## config.mk

```make
export PLATFORM = sky130hd
export DESIGN_NAME = jt89_wrbuf
export DESIGN_NICKNAME = d
export VERILOG_FILES = /design/src/rtl/jt89_pkg.sv /design/src/rtl/jt89_wrfifo.sv /design/src/rtl/jt89_wrbuf.sv
export SDC_FILE = /design/constraint.sdc
export NUM_CORES = 1
export LEC_CHECK = 0
export BUFFER_PORTS_ARGS = -buffer_cell sky130_fd_sc_hd__buf_2
export CAP_MARGIN = 25
export CELL_PAD_IN_SITES_DETAIL_PLACEMENT = 1
export CELL_PAD_IN_SITES_GLOBAL_PLACEMENT = 1
export CORE_MARGIN = 4
export CORE_UTILIZATION = 49
export CTS_CLUSTER_DIAMETER = 40
export CTS_CLUSTER_SIZE = 16
export DETAILED_ROUTE_END_ITERATION = 10
export GPL_TIMING_DRIVEN = 0
export PLACE_DENSITY_LB_ADDON = 0.1
export SLEW_MARGIN = 20
export SYNTH_ARGS = -nofsm -noshare
export SYNTH_HDL_FRONTEND = slang
export SYNTH_HIERARCHICAL = 1
export SYNTH_SLANG_ARGS = --single-unit
```

## constraint.sdc

```tcl
create_clock -name clk -period 3.5 [get_ports clk]
set_input_delay 0.7 -clock clk [delete_from_list [all_inputs] [get_ports clk]]
set_output_delay 0.7 -clock clk [all_outputs]
set_load 0.03 [all_outputs]
```

## src/rtl/jt89_pkg.sv

```systemverilog
// Shared types and limits for the jt89 PSG write buffer.
package jt89_pkg;

    // Output sequencer states
    typedef enum logic [1:0] {
        StIdle  = 2'd0,
        StSetup = 2'd1,
        StLow   = 2'd2,
        StGap   = 2'd3
    } wr_state_e;

    localparam int unsigned LowCycDefault = 2;
    localparam int unsigned GapCycDefault = 2;

    // FIFO depth must be a power of two inside these limits
    localparam int unsigned DepthMin = 2;
    localparam int unsigned DepthMax = 64;

    // Tick counter width, wide enough for LOW_CYC/GAP_CYC up to 15
    localparam int unsigned TickW = 4;

endpackage

```

## src/rtl/jt89_wrfifo.sv

```systemverilog
// Byte FIFO for the jt89 write buffer: storage array, wrapping pointers and
// an occupancy count. Full/empty come from the registered count only, so a
// push while full is refused even if a pop happens in the same cycle.
module jt89_wrfifo import jt89_pkg::*; #(
    parameter int unsigned DEPTH = 8
) (
    input  logic       clk,
    input  logic       rst,
    input  logic       push_i,
    input  logic [7:0] din_i,
    input  logic       pop_i,
    output logic [7:0] dout_o,
    output logic       full_o,
    output logic       empty_o
);

    localparam int unsigned PtrW = $clog2(DEPTH);
    localparam logic [PtrW:0] FullCnt = (PtrW + 1)'(DEPTH);

    logic [PtrW-1:0] wr_ptr_q, wr_ptr_d;
    logic [PtrW-1:0] rd_ptr_q, rd_ptr_d;
    logic [PtrW:0]   count_q, count_d;
    logic [7:0]      mem_q [DEPTH];
    logic            push_ok, pop_ok;

    assign full_o  = (count_q == FullCnt);
    assign empty_o = (count_q == '0);
    assign push_ok = push_i & ~full_o;
    assign pop_ok  = pop_i & ~empty_o;
    assign dout_o  = mem_q[rd_ptr_q];

    // Next pointers wrap naturally because DEPTH is a power of two
    always_comb begin
        wr_ptr_d = wr_ptr_q;
        rd_ptr_d = rd_ptr_q;
        count_d  = count_q;
        if (push_ok) wr_ptr_d = wr_ptr_q + PtrW'(1);
        if (pop_ok)  rd_ptr_d = rd_ptr_q + PtrW'(1);
        unique case ({push_ok, pop_ok})
            2'b10:   count_d = count_q + (PtrW + 1)'(1);
            2'b01:   count_d = count_q - (PtrW + 1)'(1);
            default: count_d = count_q;
        endcase
    end

    // Pointer and count registers
    always_ff @(posedge clk) begin
        if (rst) begin
            wr_ptr_q <= '0;
            rd_ptr_q <= '0;
            count_q  <= '0;
        end else begin
            wr_ptr_q <= wr_ptr_d;
            rd_ptr_q <= rd_ptr_d;
            count_q  <= count_d;
        end
    end

    // Storage array; writes during reset are ignored
    always_ff @(posedge clk) begin
        if (!rst && push_ok) mem_q[wr_ptr_q] <= din_i;
    end

endmodule

```

## src/rtl/jt89_wrbuf.sv

```systemverilog
// CPU-to-PSG write buffer. CPU bytes are queued at full clk rate and replayed
// to the PSG as SETUP / LOW / GAP strobes that advance only on clk_en ticks.
// Define JT89_WRBUF_STATS_EN to get a saturating dropped-write counter on
// ovf_cnt; otherwise ovf_cnt is tied to zero.
module jt89_wrbuf import jt89_pkg::*; #(
    parameter int unsigned DEPTH   = 8,
    parameter int unsigned LOW_CYC = LowCycDefault,
    parameter int unsigned GAP_CYC = GapCycDefault
) (
    input  logic       clk,
    input  logic       rst,
    input  logic       clk_en,
    input  logic       cpu_we,
    input  logic [7:0] cpu_din,
    output logic       cpu_full,
    output logic       psg_wr_n,
    output logic [7:0] psg_din,
    output logic       busy,
    output logic       overflow,
    output logic [7:0] ovf_cnt
);

    localparam logic [TickW-1:0] LowLast = TickW'(LOW_CYC - 1);
    localparam logic [TickW-1:0] GapLast = TickW'(GAP_CYC - 1);

    wr_state_e        state_q;
    logic [TickW-1:0] tick_q;
    logic             psg_wr_n_q;
    logic [7:0]       psg_din_q;
    logic             overflow_q;
    logic             fifo_pop, fifo_empty, fifo_full;
    logic [7:0]       fifo_head;
    logic             drop;

    // Head entry leaves the queue on the tick that ends the LOW phase
    assign fifo_pop = clk_en && (state_q == StLow) && (tick_q == LowLast);
    assign drop     = cpu_we & fifo_full;

    jt89_wrfifo #(
        .DEPTH (DEPTH)
    ) u_fifo (
        .clk     (clk),
        .rst     (rst),
        .push_i  (cpu_we),
        .din_i   (cpu_din),
        .pop_i   (fifo_pop),
        .dout_o  (fifo_head),
        .full_o  (fifo_full),
        .empty_o (fifo_empty)
    );

    // Output sequencer: state, tick counter and registered PSG strobe/data
    always_ff @(posedge clk) begin
        if (rst) begin
            state_q    <= StIdle;
            tick_q     <= '0;
            psg_wr_n_q <= 1'b1;
            psg_din_q  <= 8'h00;
        end else if (clk_en) begin
            unique case (state_q)
                StIdle: begin
                    if (!fifo_empty) begin
                        state_q   <= StSetup;
                        psg_din_q <= fifo_head;
                    end
                end
                StSetup: begin
                    state_q    <= StLow;
                    psg_wr_n_q <= 1'b0;
                    tick_q     <= '0;
                end
                StLow: begin
                    if (tick_q == LowLast) begin
                        state_q    <= StGap;
                        psg_wr_n_q <= 1'b1;
                        tick_q     <= '0;
                    end else begin
                        tick_q <= tick_q + TickW'(1);
                    end
                end
                StGap: begin
                    if (tick_q == GapLast) begin
                        tick_q <= '0;
                        if (!fifo_empty) begin
                            state_q   <= StSetup;
                            psg_din_q <= fifo_head;
                        end else begin
                            state_q <= StIdle;
                        end
                    end else begin
                        tick_q <= tick_q + TickW'(1);
                    end
                end
                default: state_q <= StIdle;
            endcase
        end
    end

    // Sticky flag for any write refused because the queue was full
    always_ff @(posedge clk) begin
        if (rst)       overflow_q <= 1'b0;
        else if (drop) overflow_q <= 1'b1;
    end

`ifdef JT89_WRBUF_STATS_EN
    logic [7:0] ovf_cnt_q;

    // Dropped-write counter, saturating at 255
    always_ff @(posedge clk) begin
        if (rst)                             ovf_cnt_q <= 8'h00;
        else if (drop && ovf_cnt_q != 8'hFF) ovf_cnt_q <= ovf_cnt_q + 8'd1;
    end

    assign ovf_cnt = ovf_cnt_q;
`else
    assign ovf_cnt = 8'h00;
`endif

    assign cpu_full = fifo_full;
    assign psg_wr_n = psg_wr_n_q;
    assign psg_din  = psg_din_q;
    assign overflow = overflow_q;
    assign busy     = !fifo_empty || (state_q != StIdle);

endmodule

```

**Word-level counts from Yosys, hierarchy flattened**

Memory sizes are Yosys's and may differ from the RTL's. A register that Yosys moved wholly into a read port is not among the register bits.
Cells that the tools add are included.

- Output and inout port bits: 20
- Register bits after elaboration: 26
- Input bits: 12
- Memories kept: 1
- RAM bits: 64
- Word-level logic and storage cells: 64

Memory list:

| memory | words | width | rd ports | clocked after memory_dff | write ports | line | RTL |
|---|---|---|---|---|---|---|---|
| u_fifo.mem_q | 8 | 8 | 1 | 1 | 1 | jt89_wrfifo.sv:23 | `logic [7:0] mem_q [DEPTH];` |

- Reduce and logical (&&, ||, !) cells: 18
- Equal/unequal tests: 10
- $add $sub $neg: 5
- Bitwise logic cells: 5
- Multiplexer cells: 17

Operators by type and width:

| kind | count |
|---|---|
| $mux W8 | 2 |
| $pmux W4 S2 | 2 |
| $pmux W8 S2 | 1 |
| $reduce_bool A2 Y1 | 5 |
| $add A4 B1 Y4 const B | 2 |
| $pmux W2 S4 | 1 |
| $add A3 B1 Y3 const B | 2 |
| $eq A2 B2 Y1 const B | 3 |
| $mux W2 | 3 |
| $mux W3 | 2 |
| $reduce_and A3 Y1 | 2 |
| $eq A2 B1 Y1 const B | 2 |
| $eq A4 B1 Y1 const B | 1 |
| $eq A4 B4 Y1 const B | 1 |
| $logic_not A4 Y1 | 1 |
| $mux W1 | 4 |
| $mux W4 | 1 |
| $ne A2 B2 Y1 const B | 2 |
| $reduce_and A4 Y1 | 1 |
| $sub A4 B1 Y4 const B | 1 |
| $and A1 B1 Y1 | 3 |
| $logic_and A1 B1 Y1 | 3 |
| $logic_not A1 Y1 | 2 |
| $logic_not A2 Y1 | 1 |
| other kinds (6) | 7 |

**Longest topological paths before layout**

Gate-level depths: netlist (run 1).

- Word-level depth: 6
- Depth in mapped cells: 12
- Gate-level depth less buffers: 12

**Cells and area by module**

The synthesis (run 1) kept the hierarchy.

By module, submodules not included:

| module | instances | cells each | area each (um^2) | seq. area each (um^2) |
|---|---|---|---|---|
| jt89_wrfifo | 1 | 168 | 3,124.2 | 2,182.1 |
| jt89_wrbuf | 1 | 105 | 947.2 | 320.3 |

**Least setup slack after synthesis (run 1)**

OpenSTA, ideal clock, no wires.

- Path type: register to register
- Start point: register tick_q[0]
- End point: register u_fifo.count_q[3]
- Path buffers: 0
- Clock period less this slack: 2.663 ns
- Setup slack: 0.837 ns
- Stages on the path, launching flop included: 11
- Arrival: 2.594 ns
- Required time: 3.430 ns
- Setup time: 0.070 ns
- Cell sequence: dfxtp_1 ha_1 nor3b_2 and3_2 o41a_1 ha_1 ha_1 a21oi_1 a21oi_1 or4_1 a21oi_1

- Longest elaborated chain between the ends: 5
- Elaborated cells on any way between the ends: 7
- Classes of those cells: eq/ne: 3; mux: 1; bitwise: 1; reduce/logical: 2

Ends and longest elaborated chain:

| item | line | RTL |
|---|---|---|
| start, declared | jt89_wrbuf.sv:27 | `logic [TickW-1:0] tick_q;` |
| start signal, assigned | jt89_wrbuf.sv:78 | `tick_q <= tick_q + TickW'(1);` |
| start signal, assigned | jt89_wrbuf.sv:91 | `tick_q <= tick_q + TickW'(1);` |
| $eq A4 B1 Y1 (*) | jt89_wrbuf.sv:36 | `assign fifo_pop = clk_en && (state_q == StLow) && (tick_q == LowLast);` |
| $logic_and A1 B1 Y1 (*) | jt89_wrbuf.sv:36 |  |
| named net fifo_pop | jt89_wrbuf.sv:31 | `logic fifo_pop, fifo_empty, fifo_full;` |
| $and A1 B1 Y1 (*) | jt89_wrfifo.sv:29 | `assign pop_ok = pop_i & ~empty_o;` |
| named net u_fifo.pop_ok | jt89_wrfifo.sv:24 | `logic push_ok, pop_ok;` |
| $eq A2 B1 Y1 or $eq A2 B2 Y1 (tied branches) | jt89_wrfifo.sv:39 | `unique case ({push_ok, pop_ok})` |
| $pmux W4 S2 or $reduce_bool A2 Y1 (tied branches) | - |  |
| end signal, assigned | jt89_wrfifo.sv:55 | `count_q <= count_d;` |
| end, declared | jt89_wrfifo.sv:22 | `logic [PtrW:0] count_q, count_d;` |

Mark *: on every way through the listed nets, which the timed path passes. The rest lies on a longest branch.
A chain may end at the register's enable or synchronous reset.

**Worst setup path in the final report (run 1)**

Same ends and word-level chain as after synthesis.

==> impl_metrics.yaml, run 1 <==
synth:
  async_flop_share: 0
  ys_ff_latch: 93
  synth_area_mm2: 0.00407
  avgSynthCellArea_um2: 14.9
  synthXorXnorAreaFrac: 0.0129
  synth_top_family_by_area: "multiplexers"
  synth-seq-area-share: 0.615
  ys.flop_type: "edfxtp_1"
  synthSimpleGateAreaFrac: 0.104
  synth_mux_area_frac: 0.149
  syn_inst: 273
  synthAdderAreaFrac: 0.0418
  synth_compound_area_frac: 0.0353
  synth_cell_types: 46
  yosys_warnings: 6
  synth_edf_count: 64
clocking:
  clock_sinks: 93
  cts.repair.resized: 0
  clk_pin_slew_worst_paths_ns: 0.09
  clock_latency_ns: 0.35
  cts_root_buf: "clkbuf_8"
  cts_hold_buf: 0
  clockBufferDepth: 2
  post_cts.repair.setup_buffers: 0
  cts-buffers-inserted: 9
  tritoncts: "built"
  cts.htree.levels: 3
routing:
  drt-pass1-iter-count: 4
  dr_total_vias: 2307
  drt_wl_total_um: 8160
  ant_nets: 0
  drt-initial-drc-count: 104
  viasPerCell: 5.44
  avgRoutedWirePerCell_um: 19.3
  drc: 0
cells_and_area:
  area_delta_synth_final_pct: 13.6
  drive_gt1_frac: 0.227
  nFillCells: 774
  final_common_cell: "edfxtp_1"
  nets: 342
  fin_cells: 424
  insertedDiodeCount: 0
  layout_common_cells: "64 x edfxtp_1, 29 x dfxtp_1, 26 x buf_2, 20 x nand2b_1, 19 x nor2_1"
  finish.utilization: 0.587
setup_path:
  worstPathMaxFanout: 9
  r2r_cells: 10
  path_delay_family: "simple AND/OR/NAND/NOR gates"
  worst_ep_arrival_time_ns: 3.41
  critPathBufInv: 0
  cp_slowest_stage_delay_ns: 0.46
  slowest_stage: "or4_1"
  cp.required_ns: 3.78
  crit_chain: "ha_1, nor3b_2, and3_2, o41a_1, ha_1, ha_1, a21oi_1, a21oi_1, or4_1, a21oi_1"
  critPathKind: "flip-flop to flip-flop"
  reg2reg_setup_slack_ns: 0.37
  cp-start-kind: "flip-flop"
  critPathCaptureType: "flip-flop"
  path_depth: 10
pwr:
  p_int_uw: 1750
  clock_power_share: 0.370
  power-per-cell-area_mw_per_mm2: 488
  sw_frac_of_total: 0.225
  p_switching_uw: 509
  seqPwrFrac: 0.542
  ir_worst_vdd_mv: 0.378
  cellLeakagePower_uw: 0.00167
  power_frac_comb: 0.089
die:
  die_w_um: 99.2
  core_area_mm2: 0.00789
  initial_core_util: 0.516
  die_area_mm2: 0.00983
  die_h_um: 99.2
  num_rows: 32
  io_pins: 32
outcome:
  status: "finished, final reports clean"
sta:
  period_minus_slack_ns: 3.13
  post-route-period-util: 0.893
  hold_viol: 0
  rsz0062_at_grt: "false"
  setup_viol: 0
  timing.slew.headroom: 0.376
  worst_pin_slew_ns: 0.933
  fmax_mhz: 320
  setup_tns_ns: 0
  clock_skew_ns: 0.0108
  slew_violations: 0
grt:
  grt_first_pass_wirelength_um: 13200
  grtUsageTotal: 0.178
  grt_pass1_vias: 2411
  antenna_found_initial: 0
  grt_max_degree: 16
  overflow: 0
place:
  io_buffer_count: 23
  placed_cells_incl_taps: 408
  gp_congestion: 0.722
  hpwl_um: 5810
job:
  drv_cap: 0
min_path:
  holdPathStages: 2
  hold_class: "flip-flop to flip-flop"
[cell families after synthesis]
group                    Yosys count
AO/OA/AOI/OAI                     22
XOR/XNOR                           6
adder cells (fa/ha/maj)           13
buffers and inverters             28
flip-flops                        93
multiplexers                      34
other                              1
AND/OR/NAND/NOR                   76
[through the flow]
step	hold WS, ns	setup WS [ns]	total power (uW)	cell area, um^2
2_1_floorplan	0.468	0.837	1380	4100
3_3_place_gp	0.447	0.434	1440	4340
3_5_place_dp	0.467	0.394	1450	4390
4_1_cts	0.487	0.353	2290	4630
5_1_grt	0.504	0.151	2350	4630
6_report	0.479	0.374	2260	4630
[layout make-up]
type	count	area, um^2	area share
inverters	9	33.8	0.00730
plain buffers	19	135	0.0292
well taps	102	128	0.0276
repair buffers	26	135	0.0292
multi-input cells	159	1450	0.314
clock buffers	10	128	0.0276
flip-flops and latches	93	2500	0.541
clock inverters	6	111	0.0241
[worst min-delay path, stage by stage (launching register included)]
cell and delay, ns:
dfxtp_1 0.31, nand2b_1 0.06, mux2i_1 0.06
[registers in the layout, summed over array words and instances (netlist names), named ones only]
name / count
u_fifo/mem_q: 64
psg_din: 8
tick_q: 4
u_fifo/count_q: 4
u_fifo/rd_ptr_q: 3
u_fifo/wr_ptr_q: 3
state_q: 2
overflow: 1
psg_wr_n: 1
[per-layer routing]
layer  track usage  part of all wire  vias to the layer above
met5             0                 0                        -
met4        0.0473             0.012                        0
met3        0.0414             0.041                        8
met2         0.296              0.50                       43
met1         0.236              0.45                     1151
li1              -                 -                     1105
[path summary, 6_finish.rpt]
path,startpoint,to
setup / recovery,tick_q[0],u_fifo/count_q[3]
hold / removal,psg_din[5],psg_din[5]
setup reg to reg,tick_q[0],u_fifo/count_q[3]
hold reg to reg,psg_din[5],psg_din[5]
[cells in the mapped netlist, types with 6 or more instances]
master / count / area [um^2]
inv_1: 9 / 33.8
a21oi_1: 13 / 65.1
nand2_1: 9 / 33.8
edfxtp_1: 64 / 1920
mux4_1: 15 / 394
mux2i_1: 10 / 100
nor2_1: 19 / 71.3
dfxtp_1: 29 / 581
buf_4: 8 / 60.1
ha_1: 12 / 150
nand2b_1: 20 / 125
mux2_2: 8 / 90.1
nand3_1: 6 / 30.0
[power by group through the flow]
stage	sequential, uW	combinational, uW	clock, uW
CTS	1220	203	860
global placement	1250	191	0
finish	1220	200	835
detailed placement	1250	200	0
global route	1230	221	906
floorplan	1260	120	0
Note: power is estimated with default switching activity, not from simulation.
==> run 2, diff against run 1 <==
--- a/config.mk
+++ b/config.mk
@@ -16,6 +16,7 @@
 export DETAILED_ROUTE_END_ITERATION = 10
 export GPL_TIMING_DRIVEN = 0
 export PLACE_DENSITY_LB_ADDON = 0.1
+export RECOVER_POWER = 25
 export SLEW_MARGIN = 20
 export SYNTH_ARGS = -nofsm -noshare
 export SYNTH_HDL_FRONTEND = slang
==> impl_metrics.yaml, run 2 (synthesis results as in run 1) <==
clocking:
  clockBufferDepth: 2
  clock_sinks: 93
  tritoncts: "built"
  cts_hold_buf: 0
  cts-buffers-inserted: 9
  cts.repair.resized: 0
  clk_pin_slew_worst_paths_ns: 0.09
  cts.htree.levels: 3
  cts_root_buf: "clkbuf_8"
  clock_latency_ns: 0.35
  post_cts.repair.setup_buffers: 0
min_path:
  min-delay-start: "psg_din[5]"
  holdPathStages: 2
  hold_end: "psg_din[5]"
  hold_class: "flip-flop to flip-flop"
die:
  die_w_um: 99.2
  die_area_mm2: 0.00983
  num_rows: 32
  core_area_mm2: 0.00789
  die_h_um: 99.2
  initial_core_util: 0.516
  io_pins: 32
setup_path:
  worstPathMaxFanout: 9
  r2r_end: "u_fifo/count_q[3]"
  r2r_cells: 10
  reg2reg_setup_slack_ns: 0.37
  critPathKind: "flip-flop to flip-flop"
  cp-start-kind: "flip-flop"
  r2r-start: "tick_q[0]"
  worst_ep_arrival_time_ns: 3.41
  cp.required_ns: 3.78
  critPathCaptureType: "flip-flop"
cells_and_area:
  area_delta_synth_final_pct: 13.4
  insertedDiodeCount: 0
  drive_gt1_frac: 0.205
  nets: 342
  layout_common_cells: "64 x edfxtp_1, 29 x dfxtp_1, 20 x nand2b_1, 19 x nor2_1, 19 x buf_2"
  final_common_cell: "edfxtp_1"
  nFillCells: 779
  finish.utilization: 0.586
  regMostFlops: "u_fifo/mem_q"
  largest_register_ffs: 64
routing:
  drc: 0
  avgRoutedWirePerCell_um: 19.3
  ant_nets: 0
  viasPerCell: 5.44
  drt-pass1-iter-count: 4
  dr_total_vias: 2307
  drt_wl_total_um: 8170
  drt-initial-drc-count: 102
job:
  drv_cap: 0
pwr:
  cellLeakagePower_uw: 0.00165
  p_switching_uw: 510
  power_frac_comb: 0.088
  sw_frac_of_total: 0.226
  p_int_uw: 1750
  seqPwrFrac: 0.542
  ir_worst_vdd_mv: 0.380
  power-per-cell-area_mw_per_mm2: 489
  clock_power_share: 0.370
sta:
  period_minus_slack_ns: 3.13
  rsz0062_at_grt: "false"
  worst_pin_slew_ns: 0.936
  hold_viol: 0
  timing.slew.headroom: 0.374
  post-route-period-util: 0.893
  slew_violations: 0
  setup_viol: 0
  setup_tns_ns: 0
  clock_skew_ns: 0.0104
  fmax_mhz: 320
grt:
  grt_max_degree: 16
  grtUsageTotal: 0.178
  antenna_found_initial: 0
  grt_pass1_vias: 2411
  grt_first_pass_wirelength_um: 13200
  overflow: 0
place:
  gp_congestion: 0.722
  hpwl_um: 5810
  io_buffer_count: 23
outcome:
  status: "finished, final reports clean"
-- run 2: area by class of cell --
type	instances	area [um^2]	share of cell area
Buffer	19	135	0.0293
Clock buffer	10	128	0.0276
Clock inverter	6	111	0.0241
Inverter	9	33.8	0.00732
Multi-Input combinational cell	159	1450	0.315
Sequential cell	93	2500	0.542
Tap cell	102	128	0.0276
Timing Repair Buffer	26	126	0.0274
-- run 2: worst max-delay path: stages, from the launching register on --
cell     delay [ns]
dfxtp_1        0.44
ha_1           0.17
nor3b_2        0.44
and3_2         0.28
o41a_1         0.29
ha_1           0.26
ha_1           0.28
a21oi_1        0.19
a21oi_1        0.11
or4_1          0.46
a21oi_1        0.14
-- run 2: metrics by stage --
| step | worst slack, ns | instance area, um^2 | total power [uW] | instances | hold WS, ns |
|---|---|---|---|---|---|
| 4_1_cts | 0.353 | 4630 | 2290 | 424 | 0.487 |
| 2_1_floorplan | 0.837 | 4100 | 1380 | 280 | 0.468 |
| 3_5_place_dp | 0.394 | 4390 | 1450 | 408 | 0.467 |
| 6_report | 0.374 | 4620 | 2260 | 424 | 0.479 |
| 3_3_place_gp | 0.434 | 4340 | 1440 | 405 | 0.447 |
| 5_1_grt | 0.151 | 4620 | 2350 | 424 | 0.504 |
-- run 2: worst max-delay path by stage --
stage,from,to,slack (ns),cells after the start
finish,tick_q[0],u_fifo/count_q[3],0.37,10
global route,tick_q[0],u_fifo/count_q[3],0.15,10
CTS,tick_q[0],u_fifo/count_q[3],0.35,10
detailed placement,tick_q[0],u_fifo/count_q[3],0.39,10
global placement,tick_q[0],u_fifo/count_q[3],0.43,10
floorplan,tick_q[0],u_fifo/count_q[3],0.84,10
-- run 2: routing by layer --
layer / track usage / wire, um / share of wire / vias up
li1: - / - / - / 1105
met1: 0.236 / 3710 / 0.45 / 1151
met2: 0.296 / 4050 / 0.50 / 43
met3: 0.0414 / 312 / 0.038 / 8
met4: 0.0473 / 96 / 0.012 / 0
met5: 0 / 0 / 0 / -
-- run 2: power by group through the flow --
| stage | clock (uW) | sequential (uW) | combinational, uW |
|---|---|---|---|
| after floorplan | 0 | 1260 | 120 |
| after global placement | 0 | 1250 | 191 |
| after detailed placement | 0 | 1250 | 200 |
| final | 836 | 1220 | 199 |
| after global routing | 906 | 1230 | 220 |
| after CTS | 860 | 1220 | 203 |
==> run 3, diff against run 2 <==
--- a/config.mk
+++ b/config.mk
@@ -6,7 +6,7 @@
 export NUM_CORES = 1
 export LEC_CHECK = 0
 export BUFFER_PORTS_ARGS = -buffer_cell sky130_fd_sc_hd__buf_2
-export CAP_MARGIN = 25
+export CAP_MARGIN = 20
 export CELL_PAD_IN_SITES_DETAIL_PLACEMENT = 1
 export CELL_PAD_IN_SITES_GLOBAL_PLACEMENT = 1
 export CORE_MARGIN = 4
@@ -20,5 +20,4 @@
 export SLEW_MARGIN = 20
 export SYNTH_ARGS = -nofsm -noshare
 export SYNTH_HDL_FRONTEND = slang
-export SYNTH_HIERARCHICAL = 1
 export SYNTH_SLANG_ARGS = --single-unit
==> impl_metrics.yaml, run 3 <==
outcome:
  status: "finished, final reports clean"
clocking:
  cts.repair.resized: 0
  tritoncts: "built"
  clk_pin_slew_worst_paths_ns: 0.09
  clock_sinks: 93
  cts.htree.levels: 3
  cts_hold_buf: 0
  cts-buffers-inserted: 9
  clockBufferDepth: 2
  cts_root_buf: "clkbuf_8"
  post_cts.repair.setup_buffers: 0
  clock_latency_ns: 0.35
cells_and_area:
  regMostFlops: "u_fifo.mem_q"
  layout_common_cells: "64 x edfxtp_1, 29 x dfxtp_1, 25 x nor2_1, 21 x buf_2, 16 x mux4_2"
  regArea_mm2: 0.00250
  nFillCells: 768
  largest_register_ffs: 64
  drive_gt1_frac: 0.246
  multiInputGateArea_mm2: 0.00128
  final_common_cell: "edfxtp_1"
  nets: 331
  insertedDiodeCount: 0
  area_delta_synth_final_pct: 14.2
min_path:
  hold_class: "flip-flop to flip-flop"
  min-delay-start: "overflow"
synth:
  yosysTopAreaCell: "edfxtp_1"
  synth-seq-area-share: 0.645
  yosys-top-cells-count: "64 x edfxtp_1, 29 x dfxtp_1, 25 x nor2_1"
  yosysMostFrequentCell: "edfxtp_1"
  syn_inst: 262
  ys_ff_latch: 93
  async_flop_share: 0
  synth_cell_types: 41
  synth_area_mm2: 0.00388
  ys.flop_type: "edfxtp_1"
  synth_top_area_frac: 0.495
  yosys-top-cells-area: "edfxtp_1 50%, dfxtp_1 15%, mux4_2 9.3%"
  avgSynthCellArea_um2: 14.8
  synth_edf_count: 64
  yosys_warnings: 0
grt:
  grtUsageTotal: 0.174
  grt_first_pass_wirelength_um: 12600
  grt_max_degree: 18
  antenna_found_initial: 0
  overflow: 0
  grt_pass1_vias: 2363
setup_path:
  worstPathMaxFanout: 9
  r2r_cells: 11
  r2r-start: "u_fifo.count_q[1]"
  critPathCaptureType: "flip-flop"
  crit_end: "u_fifo.count_q[2]"
  r2r_end: "u_fifo.count_q[2]"
  cp.required_ns: 3.78
  worst_ep_arrival_time_ns: 2.95
  critPathKind: "flip-flop to flip-flop"
  crit_start: "u_fifo.count_q[1]"
  cp-start-kind: "flip-flop"
  reg2reg_setup_slack_ns: 0.83
job:
  drv_cap: 0
die:
  io_pins: 32
  num_rows: 32
  die_w_um: 97.0
  initial_core_util: 0.502
  die_area_mm2: 0.00940
  core_area_mm2: 0.00773
  die_h_um: 97.0
pwr:
  clock_power_share: 0.356
  sw_frac_of_total: 0.245
  power-per-cell-area_mw_per_mm2: 503
  cellLeakagePower_uw: 0.00153
  p_switching_uw: 545
  p_int_uw: 1680
  seqPwrFrac: 0.549
  ir_worst_vdd_mv: 0.242
  power_frac_comb: 0.095
  p_total_uw: 2230
sta:
  setup_viol: 0
  period_minus_slack_ns: 2.67
  fmax_mhz: 375
  timing.slew.headroom: 0.359
  setup_tns_ns: 0
  clock_skew_ns: 0.00886
  worst_pin_slew_ns: 0.958
  slew_violations: 0
  post-route-period-util: 0.762
  rsz0062_at_grt: "false"
  hold_viol: 0
place:
  gp_congestion: 0.715
  hpwl_um: 5420
  io_buffer_count: 22
routing:
  drt-initial-drc-count: 111
  drt-pass1-iter-count: 6
  dr_total_vias: 2250
  avgRoutedWirePerCell_um: 18.5
  viasPerCell: 5.42
  drt_wl_total_um: 7700
  ant_nets: 0
  drc: 0
## run 3: power by group through the flow
| stage | Clock, uW | Sequential, uW | Combinational [uW] |
|---|---|---|---|
| 2_1_floorplan | 0 | 1270 | 120 |
| 3_3_place_gp | 0 | 1250 | 202 |
| 3_5_place_dp | 0 | 1250 | 213 |
| 4_1_cts | 808 | 1220 | 214 |
| 5_1_grt | 865 | 1230 | 233 |
| 6_report | 793 | 1220 | 211 |
## run 3: worst min path at each step
stage	to	slack [ns]	depth (start not counted)
6_report	overflow	0.48	2
5_1_grt	overflow	0.50	2
4_1_cts	overflow	0.48	2
3_5_place_dp	overflow	0.45	2
3_3_place_gp	overflow	0.44	2
2_1_floorplan	flip-flop	0.45	2
## run 3: worst max-delay path: stages, from the launching register on
cell and delay (ns):
dfxtp_1 0.32, buf_6 0.13, or4_4 0.55, nand3_2 0.11
inv_1 0.10, ha_1 0.26, xor2_1 0.16, ha_1 0.20
a41oi_1 0.21, xor2_1 0.10, or3_1 0.31, a21oi_1 0.14
## run 3: cells by family after synthesis
| family | after synthesis | synth area share |
|---|---|---|
| flops | 93 | 0.645 |
| xor+xnor | 6 | 0.0135 |
| compound gates | 33 | 0.0565 |
| fa+ha+maj | 11 | 0.0355 |
| mux | 26 | 0.119 |
| simple gates | 64 | 0.0894 |
| buf+inv | 28 | 0.0403 |
| other cells | 1 | 0.000967 |
## run 3: area by class of cell
cell class              count  area share
well taps                 102      0.0288
flip-flops and latches     93       0.565
multi-input cells         148       0.290
clock inverters             6      0.0212
plain buffers              20      0.0285
repair buffers             28      0.0308
inverters                   8     0.00678
clock buffers              10      0.0288
## run 3: stage by stage
stage,std cells,hold WS [ns],instance area [um^2],worst slack (ns),util
3_3_place_gp,393,0.444,4140,-0.0957,0.536
6_report,415,0.483,4430,0.834,0.573
3_5_place_dp,399,0.454,4220,0.680,0.545
2_1_floorplan,269,0.454,3910,0.971,-
4_1_cts,415,0.480,4440,0.821,0.574
5_1_grt,415,0.501,4430,0.594,0.573
## run 3: layer usage
metal  GRT usage  part of all wire  wire (um)  vias up
li1            -                 -          -     1066
met1       0.254              0.47       3610     1126
met2       0.263              0.47       3620       47
met3      0.0360             0.043        331       11
met4      0.0551             0.017        133        0
met5           0                 0          0        -
